--- src/rtl/ball_feed_scheduler_pkg.sv ---
// Shared definitions for the ball feed scheduler and anything that decodes
// its grants (detector blocks, checkers).
//   - colour codes GC/BC/RC as carried on ball_col (11 is never used)
//   - bit positions of each chute inside req/gnt
//   - one-hot <-> colour conversion helpers
//   - sched_state_t: pointer and history, exported for observation
package ball_feed_scheduler_pkg;

  // Bit positions inside req/gnt.
  localparam int G_IDX = 0;
  localparam int B_IDX = 1;
  localparam int R_IDX = 2;

  localparam logic [7:0] DET_CNT_MAX = 8'd255;

  typedef enum logic [1:0] {
    GC = 2'b00,
    BC = 2'b01,
    RC = 2'b10
  } colour_t;

  typedef struct packed {
    colour_t ptr;     // last granted colour (round-robin pointer)
    logic    h0_vld;
    colour_t h0;      // newest granted colour
    logic    h1_vld;
    colour_t h1;      // the grant before h0
  } sched_state_t;

  function automatic colour_t onehot_to_col(input logic [2:0] oh);
    colour_t c;
    c = GC;
    if (oh[B_IDX]) c = BC;
    if (oh[R_IDX]) c = RC;
    return c;
  endfunction

  function automatic logic [2:0] col_to_onehot(input colour_t c);
    logic [2:0] oh;
    oh = 3'b000;
    case (c)
      GC:      oh[G_IDX] = 1'b1;
      BC:      oh[B_IDX] = 1'b1;
      RC:      oh[R_IDX] = 1'b1;
      default: oh = 3'b000;
    endcase
    return oh;
  endfunction

  // G -> B -> R -> G
  function automatic colour_t next_col(input colour_t c);
    colour_t n;
    case (c)
      GC:      n = BC;
      BC:      n = RC;
      default: n = GC;
    endcase
    return n;
  endfunction

  // For two distinct colours, codes 0+1+2 = 3, so the third one is
  // 3 - a - b. Meaningless when a == b; callers must qualify.
  function automatic colour_t missing_col(input colour_t a, input colour_t b);
    return colour_t'(2'd3 - 2'(a) - 2'(b));
  endfunction

  function automatic logic is_perm(input colour_t a, input colour_t b, input colour_t c);
    return (a != b) && (b != c) && (a != c);
  endfunction

endpackage

--- src/rtl/ball_feed_scheduler_if.sv ---
// Bus between the chute controller (master) and the scheduler (slave).
//
// Handshake: req is a level request per chute with no ready/ack. A grant
// is a single-cycle one-hot pulse on gnt; ball_vld is high exactly in the
// cycles where gnt is non-zero and qualifies ball_col and det. ball_col
// holds its last value while ball_vld is low. A chute that keeps req high
// is regranted at most every other cycle.
//
// Signals:
//   en       master->slave  scheduling enable
//   req[2:0] master->slave  chute requests (bit0 G, bit1 B, bit2 R)
//   clr_cnt  master->slave  synchronous clear of det_cnt
//   gnt[2:0] slave->master  registered one-hot grant
//   ball_vld slave->master  grant valid
//   ball_col slave->master  colour code of the granted ball
//   det      slave->master  granted ball completes a G/B/R permutation
//   det_cnt  slave->master  saturating detection count
//   dbg      slave->master  pointer and history state
interface ball_feed_scheduler_if;
  import ball_feed_scheduler_pkg::*;

  logic         en;
  logic [2:0]   req;
  logic         clr_cnt;
  logic [2:0]   gnt;
  logic         ball_vld;
  logic [1:0]   ball_col;
  logic         det;
  logic [7:0]   det_cnt;
  sched_state_t dbg;

  modport master (
    output en, req, clr_cnt,
    input  gnt, ball_vld, ball_col, det, det_cnt, dbg
  );

  modport slave (
    input  en, req, clr_cnt,
    output gnt, ball_vld, ball_col, det, det_cnt, dbg
  );

endinterface

--- src/rtl/ball_feed_scheduler_rr_arb3.sv ---
// rr_arb3: combinational 3-way round-robin search.
// Ports:
//   req[2:0]  in   already-masked (eligible) requests, G/B/R bit order
//   ptr       in   last granted colour; search order ptr+1, ptr+2, ptr
//   gnt[2:0]  out  one-hot winner, zero when req is zero
//   any       out  at least one request present
module rr_arb3
  import ball_feed_scheduler_pkg::*;
(
  input  logic [2:0] req,
  input  colour_t    ptr,
  output logic [2:0] gnt,
  output logic       any
);

  colour_t    c1;
  colour_t    c2;
  logic [2:0] oh1;
  logic [2:0] oh2;
  logic [2:0] oh0;

  assign c1  = next_col(ptr);
  assign c2  = next_col(c1);
  assign oh1 = col_to_onehot(c1);
  assign oh2 = col_to_onehot(c2);
  assign oh0 = col_to_onehot(ptr);
  assign any = |req;

  always_comb begin
    gnt = 3'b000;
    if (|(req & oh1)) begin
      gnt = oh1;
    end else if (|(req & oh2)) begin
      gnt = oh2;
    end else if (|(req & oh0)) begin
      gnt = oh0;
    end
  end

endmodule

--- src/rtl/ball_feed_scheduler.sv ---
// ball_feed_scheduler: grants one ball chute per cycle and flags each ball
// that completes a G/B/R permutation with the two balls granted before it.
// Parameters:
//   MODE_FILL  1: a missing third colour is granted ahead of round-robin
//              0: pure round-robin
// Ports:
//   clk  in  clock, rising edge
//   rst  in  asynchronous active-low reset
//   bus  slave modport of ball_feed_scheduler_if (see that file)
module ball_feed_scheduler
  import ball_feed_scheduler_pkg::*;
#(
  parameter int MODE_FILL = 1
) (
  input logic                  clk,
  input logic                  rst,
  ball_feed_scheduler_if.slave bus
);

  logic [2:0] gnt_q;
  logic       vld_q;
  colour_t    col_q;
  logic       det_q;
  logic [7:0] cnt_q;
  colour_t    ptr_q;
  colour_t    h0_q;
  colour_t    h1_q;
  logic       h0_vld_q;
  logic       h1_vld_q;

  logic [2:0] elig;
  logic [2:0] rr_gnt;
  logic       rr_any;
  colour_t    fill_col;
  logic [2:0] fill_oh;
  logic       fill_ok;
  logic       grant;
  logic [2:0] sel_gnt;
  colour_t    new_col;
  logic       det_next;
  logic [7:0] cnt_next;

  // A chute granted this cycle sits out the next evaluation.
  assign elig = bus.req & ~gnt_q;

  rr_arb3 u_rr (
    .req (elig),
    .ptr (ptr_q),
    .gnt (rr_gnt),
    .any (rr_any)
  );

  assign fill_col = missing_col(h0_q, h1_q);
  assign fill_oh  = col_to_onehot(fill_col);
  assign fill_ok  = (MODE_FILL != 0) && h0_vld_q && h1_vld_q &&
                    (h0_q != h1_q) && (|(elig & fill_oh));

  always_comb begin
    sel_gnt = fill_ok ? fill_oh : rr_gnt;
    grant   = bus.en && rr_any;
    new_col = onehot_to_col(sel_gnt);
  end

  // Detection is decided on the grant edge so det lines up with ball_vld
  // of the ball that completes the triplet.
  always_comb begin
    det_next = grant && h0_vld_q && h1_vld_q && is_perm(new_col, h0_q, h1_q);
    if (bus.clr_cnt) begin
      cnt_next = det_next ? 8'd1 : 8'd0;
    end else if (det_next && (cnt_q != DET_CNT_MAX)) begin
      cnt_next = cnt_q + 8'd1;
    end else begin
      cnt_next = cnt_q;
    end
  end

  always_ff @(posedge clk or negedge rst) begin
    if (!rst) begin
      gnt_q    <= 3'b000;
      vld_q    <= 1'b0;
      col_q    <= GC;
      det_q    <= 1'b0;
      cnt_q    <= 8'd0;
      ptr_q    <= RC;       // first search starts at G
      h0_q     <= GC;
      h1_q     <= GC;
      h0_vld_q <= 1'b0;
      h1_vld_q <= 1'b0;
    end else begin
      gnt_q <= grant ? sel_gnt : 3'b000;
      vld_q <= grant;
      det_q <= det_next;
      cnt_q <= cnt_next;
      if (grant) begin
        col_q    <= new_col;
        ptr_q    <= new_col;
        h0_q     <= new_col;
        h0_vld_q <= 1'b1;
        h1_q     <= h0_q;
        h1_vld_q <= h0_vld_q;
      end
    end
  end

  assign bus.gnt      = gnt_q;
  assign bus.ball_vld = vld_q;
  assign bus.ball_col = col_q;
  assign bus.det      = det_q;
  assign bus.det_cnt  = cnt_q;
  assign bus.dbg      = '{ptr: ptr_q, h0_vld: h0_vld_q, h0: h0_q,
                          h1_vld: h1_vld_q, h1: h1_q};

endmodule

--- src/flat_wrapper.sv ---
// flat-port wrapper written by rule: the top's interface ports become plain ports
module ball_feed_scheduler_flat import ball_feed_scheduler_pkg::*;
#(
  parameter int MODE_FILL = 1
)
  (clk, rst, bus_en, bus_req, bus_clr_cnt, bus_gnt, bus_ball_vld, bus_ball_col, bus_det, bus_det_cnt, bus_dbg);
  ball_feed_scheduler_if bus_i ();
  input logic clk;
  input logic rst;
  input wire logic [$bits(bus_i.en)-1:0] bus_en;
  input wire logic [$bits(bus_i.req)-1:0] bus_req;
  input wire logic [$bits(bus_i.clr_cnt)-1:0] bus_clr_cnt;
  output wire logic [$bits(bus_i.gnt)-1:0] bus_gnt;
  output wire logic [$bits(bus_i.ball_vld)-1:0] bus_ball_vld;
  output wire logic [$bits(bus_i.ball_col)-1:0] bus_ball_col;
  output wire logic [$bits(bus_i.det)-1:0] bus_det;
  output wire logic [$bits(bus_i.det_cnt)-1:0] bus_det_cnt;
  output wire logic [$bits(bus_i.dbg)-1:0] bus_dbg;
  assign bus_i.en = bus_en;
  assign bus_i.req = bus_req;
  assign bus_i.clr_cnt = bus_clr_cnt;
  assign bus_gnt = bus_i.gnt;
  assign bus_ball_vld = bus_i.ball_vld;
  assign bus_ball_col = bus_i.ball_col;
  assign bus_det = bus_i.det;
  assign bus_det_cnt = bus_i.det_cnt;
  assign bus_dbg = bus_i.dbg;
  ball_feed_scheduler #(.MODE_FILL(MODE_FILL)) u_core (.clk(clk), .rst(rst), .bus(bus_i));
endmodule
--- config.mk ---
export PLATFORM = sky130hd
export DESIGN_NAME = ball_feed_scheduler_flat
export DESIGN_NICKNAME = d
export VERILOG_FILES = /design/src/rtl/ball_feed_scheduler_pkg.sv /design/src/rtl/ball_feed_scheduler_if.sv /design/src/rtl/ball_feed_scheduler_rr_arb3.sv /design/src/rtl/ball_feed_scheduler.sv /design/src/flat_wrapper.sv
export SDC_FILE = /design/constraint.sdc
export NUM_CORES = 1
export LEC_CHECK = 0
export CAP_MARGIN = 5
export CORE_MARGIN = 1
export CORE_UTILIZATION = 30
export CTS_CLUSTER_DIAMETER = 200
export DETAILED_ROUTE_END_ITERATION = 10
export RECOVER_POWER = 100
export SYNTH_ARGS = -nofsm -noshare
export SYNTH_HDL_FRONTEND = slang
export SYNTH_SLANG_ARGS = --single-unit
--- constraint.sdc ---
create_clock -name clk -period 8.15 [get_ports clk]
set_input_delay 2.0375 -clock clk [delete_from_list [all_inputs] [get_ports clk]]
set_output_delay 2.0375 -clock clk [all_outputs]
set_load 0.005 [all_outputs]
Yosys cells after proc, flatten, opt, wreduce, memory -nomap -nowiden
Cells that the tools add are included.
Cells by class
  add/sub/neg operators: 3
  eq/ne operators: 12
  mux-type cells: 24
  bitwise operators: 6
  reduce and logical (&&, ||, !) cells: 20
Operators with widths (number)
  8-bit 2-to-1 mux: 2
  3-bit AND: 5
  3-bit 2-to-1 mux: 5
  3-bit OR reduction: 5
  1-bit 2-to-1 mux: 14
  1-bit logical AND: 10
  8-bit by 1-bit adder with 8-bit output, second input constant: 1
  2-bit by 1-bit equality test with 1-bit output, second input constant: 4
  2-bit equality test, second input constant: 4
  2-bit zero test: 4
  8-bit != test, second input constant: 1
  2-bit one-hot mux with 2 select lines: 2
  2-bit != test: 3
  3-bit inverter: 1
  2-bit 2-to-1 mux: 1
  2-bit nonzero test: 1
  2-bit subtractor: 1
  2-bit subtractor, first input constant: 1
Storage, ports and cells
  register bits after elaboration: 21
  input bits: 7
  logic and storage cells: 74

Longest topological paths before layout
  depth in word-level cells: 20
  mapped depth: 9
  mapped depth without buffers: 9

Modules after synthesis
A second synthesis with hierarchy kept.
Second synthesis, totals
  cell total of the unflattened synthesis: 140
  area, all modules: 1224.9 um^2
Modules (own cells, without submodules)
  ball_feed_scheduler: instances 1, cells each 129, area an instance 1156.1 um^2, sequential area each 501.7 um^2
  rr_arb3: instances 1, cells each 11, area an instance 68.8 um^2, sequential area each 0.0 um^2

Least setup slack after synthesis
OpenSTA, ideal clock, no wires.
  path kind: in2reg
  start point: input bus_req[1]
  end point: register u_core.cnt_q[5] (netlist: u_core.bus.det_cnt[5])
  arrival: 3789 ps
  required time: 8025 ps
  setup slack: 4237 ps
  cell stages on the path: 8
  cells stage by stage: nor3b_1 o221ai_1 a41o_2 nand4b_1 nand4_1 a21oi_2 and3_1 mux2_2
On the way
  longest elaborated chain between the ends: 15
  elaborated cells between the ends (all ways): 27
  classes of those cells: eq/ne (2); mux (6); bitwise (5); reduce/logical (14)
RTL lines
  from (decl): RTL line flat_wrapper.sv:11  | input wire logic [$bits(bus_i.req)-1:0] bus_req;
  3-bit AND (*): RTL line ball_feed_scheduler.sv:44  | assign elig = bus.req & ~gnt_q;
  3-bit AND: RTL line ball_feed_scheduler_rr_arb3.sv:35  | end else if (|(req & oh0)) begin
  3-bit OR reduction: RTL line ball_feed_scheduler_rr_arb3.sv:35
  3-bit 2-to-1 mux: RTL line ball_feed_scheduler_rr_arb3.sv:35
  3-bit 2-to-1 mux: RTL line ball_feed_scheduler_rr_arb3.sv:33  | end else if (|(req & oh2)) begin
  3-bit 2-to-1 mux: RTL line ball_feed_scheduler_rr_arb3.sv:31  | if (|(req & oh1)) begin
  3-bit 2-to-1 mux: RTL line ball_feed_scheduler.sv:59  | sel_gnt = fill_ok ? fill_oh : rr_gnt;
  1-bit 2-to-1 mux: RTL line ball_feed_scheduler_pkg.sv:33  | if (oh[B_IDX]) c = BC;
  2-bit 2-to-1 mux: RTL line ball_feed_scheduler_pkg.sv:34  | if (oh[R_IDX]) c = RC;
  2-bit != test: RTL line ball_feed_scheduler_pkg.sv:68  | return (a != b) && (b != c) && (a != c);
  1-bit logical AND (2 in series): RTL line ball_feed_scheduler_pkg.sv:68
  1-bit logical AND (*): RTL line ball_feed_scheduler.sv:67  | det_next = grant && h0_vld_q && h1_vld_q && is_perm(new_col, h0_q, h1_q);
  1-bit logical AND (*): RTL line ball_feed_scheduler.sv:70  | end else if (det_next && (cnt_q != DET_CNT_MAX)) begin
  2-bit nonzero test (no line) (*)
  to (signal assigned): RTL line ball_feed_scheduler.sv:93  | cnt_q <= cnt_next;
  to (decl): RTL line ball_feed_scheduler.sv:24  | logic [7:0] cnt_q;
Mark *: on every way between the ends. The rest lies on a longest branch, timed or not.
A chain may end at the register's enable or synchronous reset.

Final worst setup path
  start point: input bus_req[0]
  end point: register u_core.cnt_q[6] (netlist: u_core.bus.det_cnt[6])
On the way
  longest elaborated chain between the ends: 15
  elaborated cells between the ends (all ways): 27
  classes of those cells: eq/ne (2); mux (6); bitwise (5); reduce/logical (14)
RTL lines
  3-bit AND (*): RTL line ball_feed_scheduler.sv:44
  3-bit AND: RTL line ball_feed_scheduler_rr_arb3.sv:35
  3-bit OR reduction: RTL line ball_feed_scheduler_rr_arb3.sv:35
  3-bit 2-to-1 mux: RTL line ball_feed_scheduler_rr_arb3.sv:35
  3-bit 2-to-1 mux: RTL line ball_feed_scheduler_rr_arb3.sv:33
  3-bit 2-to-1 mux: RTL line ball_feed_scheduler_rr_arb3.sv:31
  3-bit 2-to-1 mux: RTL line ball_feed_scheduler.sv:59
  1-bit 2-to-1 mux: RTL line ball_feed_scheduler_pkg.sv:33
  2-bit 2-to-1 mux: RTL line ball_feed_scheduler_pkg.sv:34
  2-bit != test: RTL line ball_feed_scheduler_pkg.sv:68
  1-bit logical AND (2 in series): RTL line ball_feed_scheduler_pkg.sv:68
  1-bit logical AND (*): RTL line ball_feed_scheduler.sv:67
  via u_core.det_next: RTL line ball_feed_scheduler.sv:40  | logic det_next;
  1-bit logical AND (*): RTL line ball_feed_scheduler.sv:70
  2-bit nonzero test (no line) (*)
The timed path passes the listed nets; every way through them passes the cells marked *.

==> metrics.txt <==
number of hold violations in the final report=0; via total after detailed routing=1,050; startpoint types=input port; path depth of the worst reg2reg path=9; clock period minus final worst setup slack=4.76 ns; worst-margin pin slew=0.892 ns; count of filler cells inserted in the layout=417; final sum of negative setup slack=0 ns; beginning of the worst hold path=u_core.h0_vld_q$_DFFE_PN0P_; count of nets left with antenna violations after detail routing=0; final cell area excluding filler cells=1610 µm²; # clock sinks=20; violation count after the first detailed-route iteration=23; total power density per cell area=just over 300 nW/µm²; root buffer cell=sky130_fd_sc_hd__clkbuf_8; CTS tree=done; CP cell instances=dlygate4sd3_1 > and2b_1 > o21ai_0 > a32o_1 > a22o_1 > nand4b_1 > a211oi_1 > a41oi_1 > a211oi_2; number of cells on the worst hold path=1; Routability Congestion=0.867; Detailed Place HPWL=2.07 mm; IO Count=30; flop-to-flop setup slack=4.71 ns; Place WS=3.56 ns; Worst Setup End Kind=flop; startpoint-to-endpoint class of the critical path=input port to flop; pin count of the biggest net entering global routing=21; DRC viols=0; Critical Path RT=8.32 ns; total CTS buffers=3; share of the clock period used by the worst path=0.584; critical path's slowest cell=sky130_fd_sc_hd__a211oi_1; Initial Util=0.320; most frequent cell after synthesis=sky130_fd_sc_hd__dfrtp_1; share of cells above drive strength 1=0.158; startpoint of the most critical register-to-register path=u_core.ptr_q[0]$_DFFE_PN0P_; count of port buffers added during placement=29; maximum vdd drop=0.000118 V; count of nets after finishing=156; CP arrival=just under 5 ns; die outline area=approximately 4600 µm²; leakage power=0.730 nW; antenna violations before repair=0; core region area=4090 µm²; worst slew margin relative to its limit=0.404; peak fanout along the critical path=7; count of pins over their slew limit=0; number of enable-type register cells in the synthesized netlist=0; top post-synthesis cells by count=19 x sky130_fd_sc_hd__dfrtp_1, 12 x sky130_fd_sc_hd__nor2_1; Mapped Nets=131; via count of the first global-routing pass=approximately 1,000; CTS Buffer Depth=2; Row Count=23; Antenna Diode Count=0; worst r2r dst=u_core.bus.det_cnt[6]$_DFFE_PN0P_; post-detailed-route via-to-cell ratio=5.36; clock transition at the registers of the reported paths=0.08 ns; Max Freq=0.210 GHz; setup clock skew after layout=0.00339 ns; DR WL/cell=about 15 µm; post-synthesis cell type count=50; min setup slack post-route=around 3.4 ns; post-route core utilization=0.393; detailed-router iteration count before antenna repair=4; Clk Latency, worst-skew pair=0.25 ns; die span in y=approximately 68 µm; Hold Path Sink=u_core.h0_vld_q$_DFFE_PN0P_; register area share after synthesis=0.384; leading post-synthesis cells by cell area=sky130_fd_sc_hd__dfrtp_1 36%, sky130_fd_sc_hd__mux2_2 4.3%, sky130_fd_sc_hd__nor2_1 3.4%, sky130_fd_sc_hd__buf_4 2.9%, sky130_fd_sc_hd__nand4_1 2.4%; gr ovfl total=0; setup repair after global routing missed its margin=false; htree depth=1; library cell with the largest summed area after synthesis=sky130_fd_sc_hd__dfrtp_1; area fraction of the dominant cell type after synthesis=0.364; final count of negative-setup-slack endpoints=0; Total Routed Length=2.87 mm; Resized Gates After CTS=0; result of the run=complete, no violations; average cell area after synthesis=10.7 µm²; path category of the worst min-delay check=flop to flop; synthesized flop and latch total=20; Post-Synthesis Cell Area=1310 µm²; Post CTS Setup Buffer Count=0; number of synthesis warnings=0; layout-stage area growth over the synthesis result=23.0%; width of the die=68.0 µm; total cell area at the placement stage=1590 µm²; synthesized instance count=around 120; wire length of the first global-routing pass=between 4 and 5 mm; overall track demand over capacity in global routing=0.131; slowest cell delay on critical path=approximately 0.70 ns; worst hold slack=roughly 0.52 ns; number of max-cap violations=0; async set or reset register ratio after synthesis=1.00; Synth Flop Type=sky130_fd_sc_hd__dfrtp_1; hold_buf cts=0
[power breakdown]
| group | internal, mW | switching (mW) |
|---|---|---|
| clock network | 0.0429 | 0.0326 |
| logic | 0.135 | 0.126 |
| registers | 0.120 | 0.0347 |
[sequential cells by signal (all words and copies together) (netlist names)]
register / count
u_core.bus.det: 1
u_core.bus.ball_col: 1
u_core.bus.gnt: 3
u_core.h1_q: 2
u_core.ptr_q: 2
u_core.bus.det_cnt: 8
u_core.bus.ball_vld: 1
u_core.h1_vld_q: 1
u_core.h0_vld_q: 1
[metal layers]
layer | GRT usage | vias to the layer above | share of wire
met5 | 0 | - | 0
met4 | 0.0417 | 0 | 0.016
met3 | 0.0317 | 4 | 0.056
met2 | 0.211 | 33 | 0.49
met1 | 0.172 | 523 | 0.44
li1 | - | 490 | -
[per-stage QoR]
step | instances | total power, mW
finish | 196 | 0.491
global route | 196 | 0.526
CTS | 196 | 0.527
detailed placement | 192 | 0.449
global placement | 192 | 0.441
floorplan | 122 | 0.370
[cell usage in the layout (no fill, tap or decap), types with 2 or more instances in the layout]
cell type | synthesis | final
sky130_fd_sc_hd__a211oi_1 | 2 | 3
sky130_fd_sc_hd__a21o_1 | 3 | 3
sky130_fd_sc_hd__a21oi_1 | 1 | 2
sky130_fd_sc_hd__a31oi_1 | 2 | 2
sky130_fd_sc_hd__and2b_2 | 3 | 2
sky130_fd_sc_hd__and3_1 | 4 | 4
sky130_fd_sc_hd__and3b_1 | 2 | 2
sky130_fd_sc_hd__clkbuf_8 | 0 | 4
sky130_fd_sc_hd__clkdlybuf4s50_1 | 0 | 5
sky130_fd_sc_hd__dfrtp_1 | 19 | 19
sky130_fd_sc_hd__dlygate4sd3_1 | 1 | 24
sky130_fd_sc_hd__ha_1 | 2 | 2
sky130_fd_sc_hd__inv_1 | 4 | 4
sky130_fd_sc_hd__mux2_2 | 5 | 5
sky130_fd_sc_hd__nand2_1 | 3 | 3
sky130_fd_sc_hd__nand2b_1 | 4 | 4
sky130_fd_sc_hd__nand4_1 | 5 | 5
sky130_fd_sc_hd__nand4b_1 | 2 | 3
sky130_fd_sc_hd__nor2_1 | 12 | 12
sky130_fd_sc_hd__nor2b_1 | 4 | 4
sky130_fd_sc_hd__o21ai_0 | 5 | 5
sky130_fd_sc_hd__o21ai_2 | 2 | 2
sky130_fd_sc_hd__or2b_2 | 2 | 2
[area by class of cell]
class                           count  area, µm²  share of cell area
Tap cell                           50       62.6              0.0389
Inverter                            4       15.0             0.00935
Timing Repair Buffer               30        294               0.183
Multi-Input combinational cell     88        678               0.422
Clock buffer                        4       55.1              0.0343
Sequential cell                    20        502               0.312
[how the worst max path moves through the flow]
stage,startpoint,endpoint,slack [ns],cells after the start
after floorplan,bus_req[1],u_core.bus.det_cnt[5]$_DFFE_PN0P_,4.24,8
after global placement,bus_req[1],u_core.bus.det_cnt[5]$_DFFE_PN0P_,3.62,9
after detailed placement,bus_req[0],u_core.bus.det_cnt[5]$_DFFE_PN0P_,3.56,9
after CTS,bus_req[0],u_core.bus.det_cnt[5]$_DFFE_PN0P_,3.83,9
after global routing,bus_req[0],u_core.bus.det_cnt[6]$_DFFE_PN0P_,3.25,9
final,bus_req[0],u_core.bus.det_cnt[6]$_DFFE_PN0P_,3.39,9
[cell families (layout without fill, tap and decap cells)]
| logic type | after synthesis | after routing | synth area share |
|---|---|---|---|
| compound gates | 26 | 26 | 0.162 |
| xor+xnor | 4 | 4 | 0.0498 |
| fa+ha+maj | 2 | 2 | 0.0192 |
| buf+inv | 14 | 38 | 0.0718 |
| flops | 20 | 20 | 0.384 |
| mux | 8 | 8 | 0.0709 |
| simple gates | 48 | 48 | 0.242 |
[critical path, delay by kind of cell]
| kind | cells | cell delay [ns] |
|---|---|---|
| compound gates | 6 | 1.96 |
| buf+inv | 1 | 0.55 |
| simple gates | 2 | 0.37 |
No activity file was read; power rests on OpenSTA's default activity.
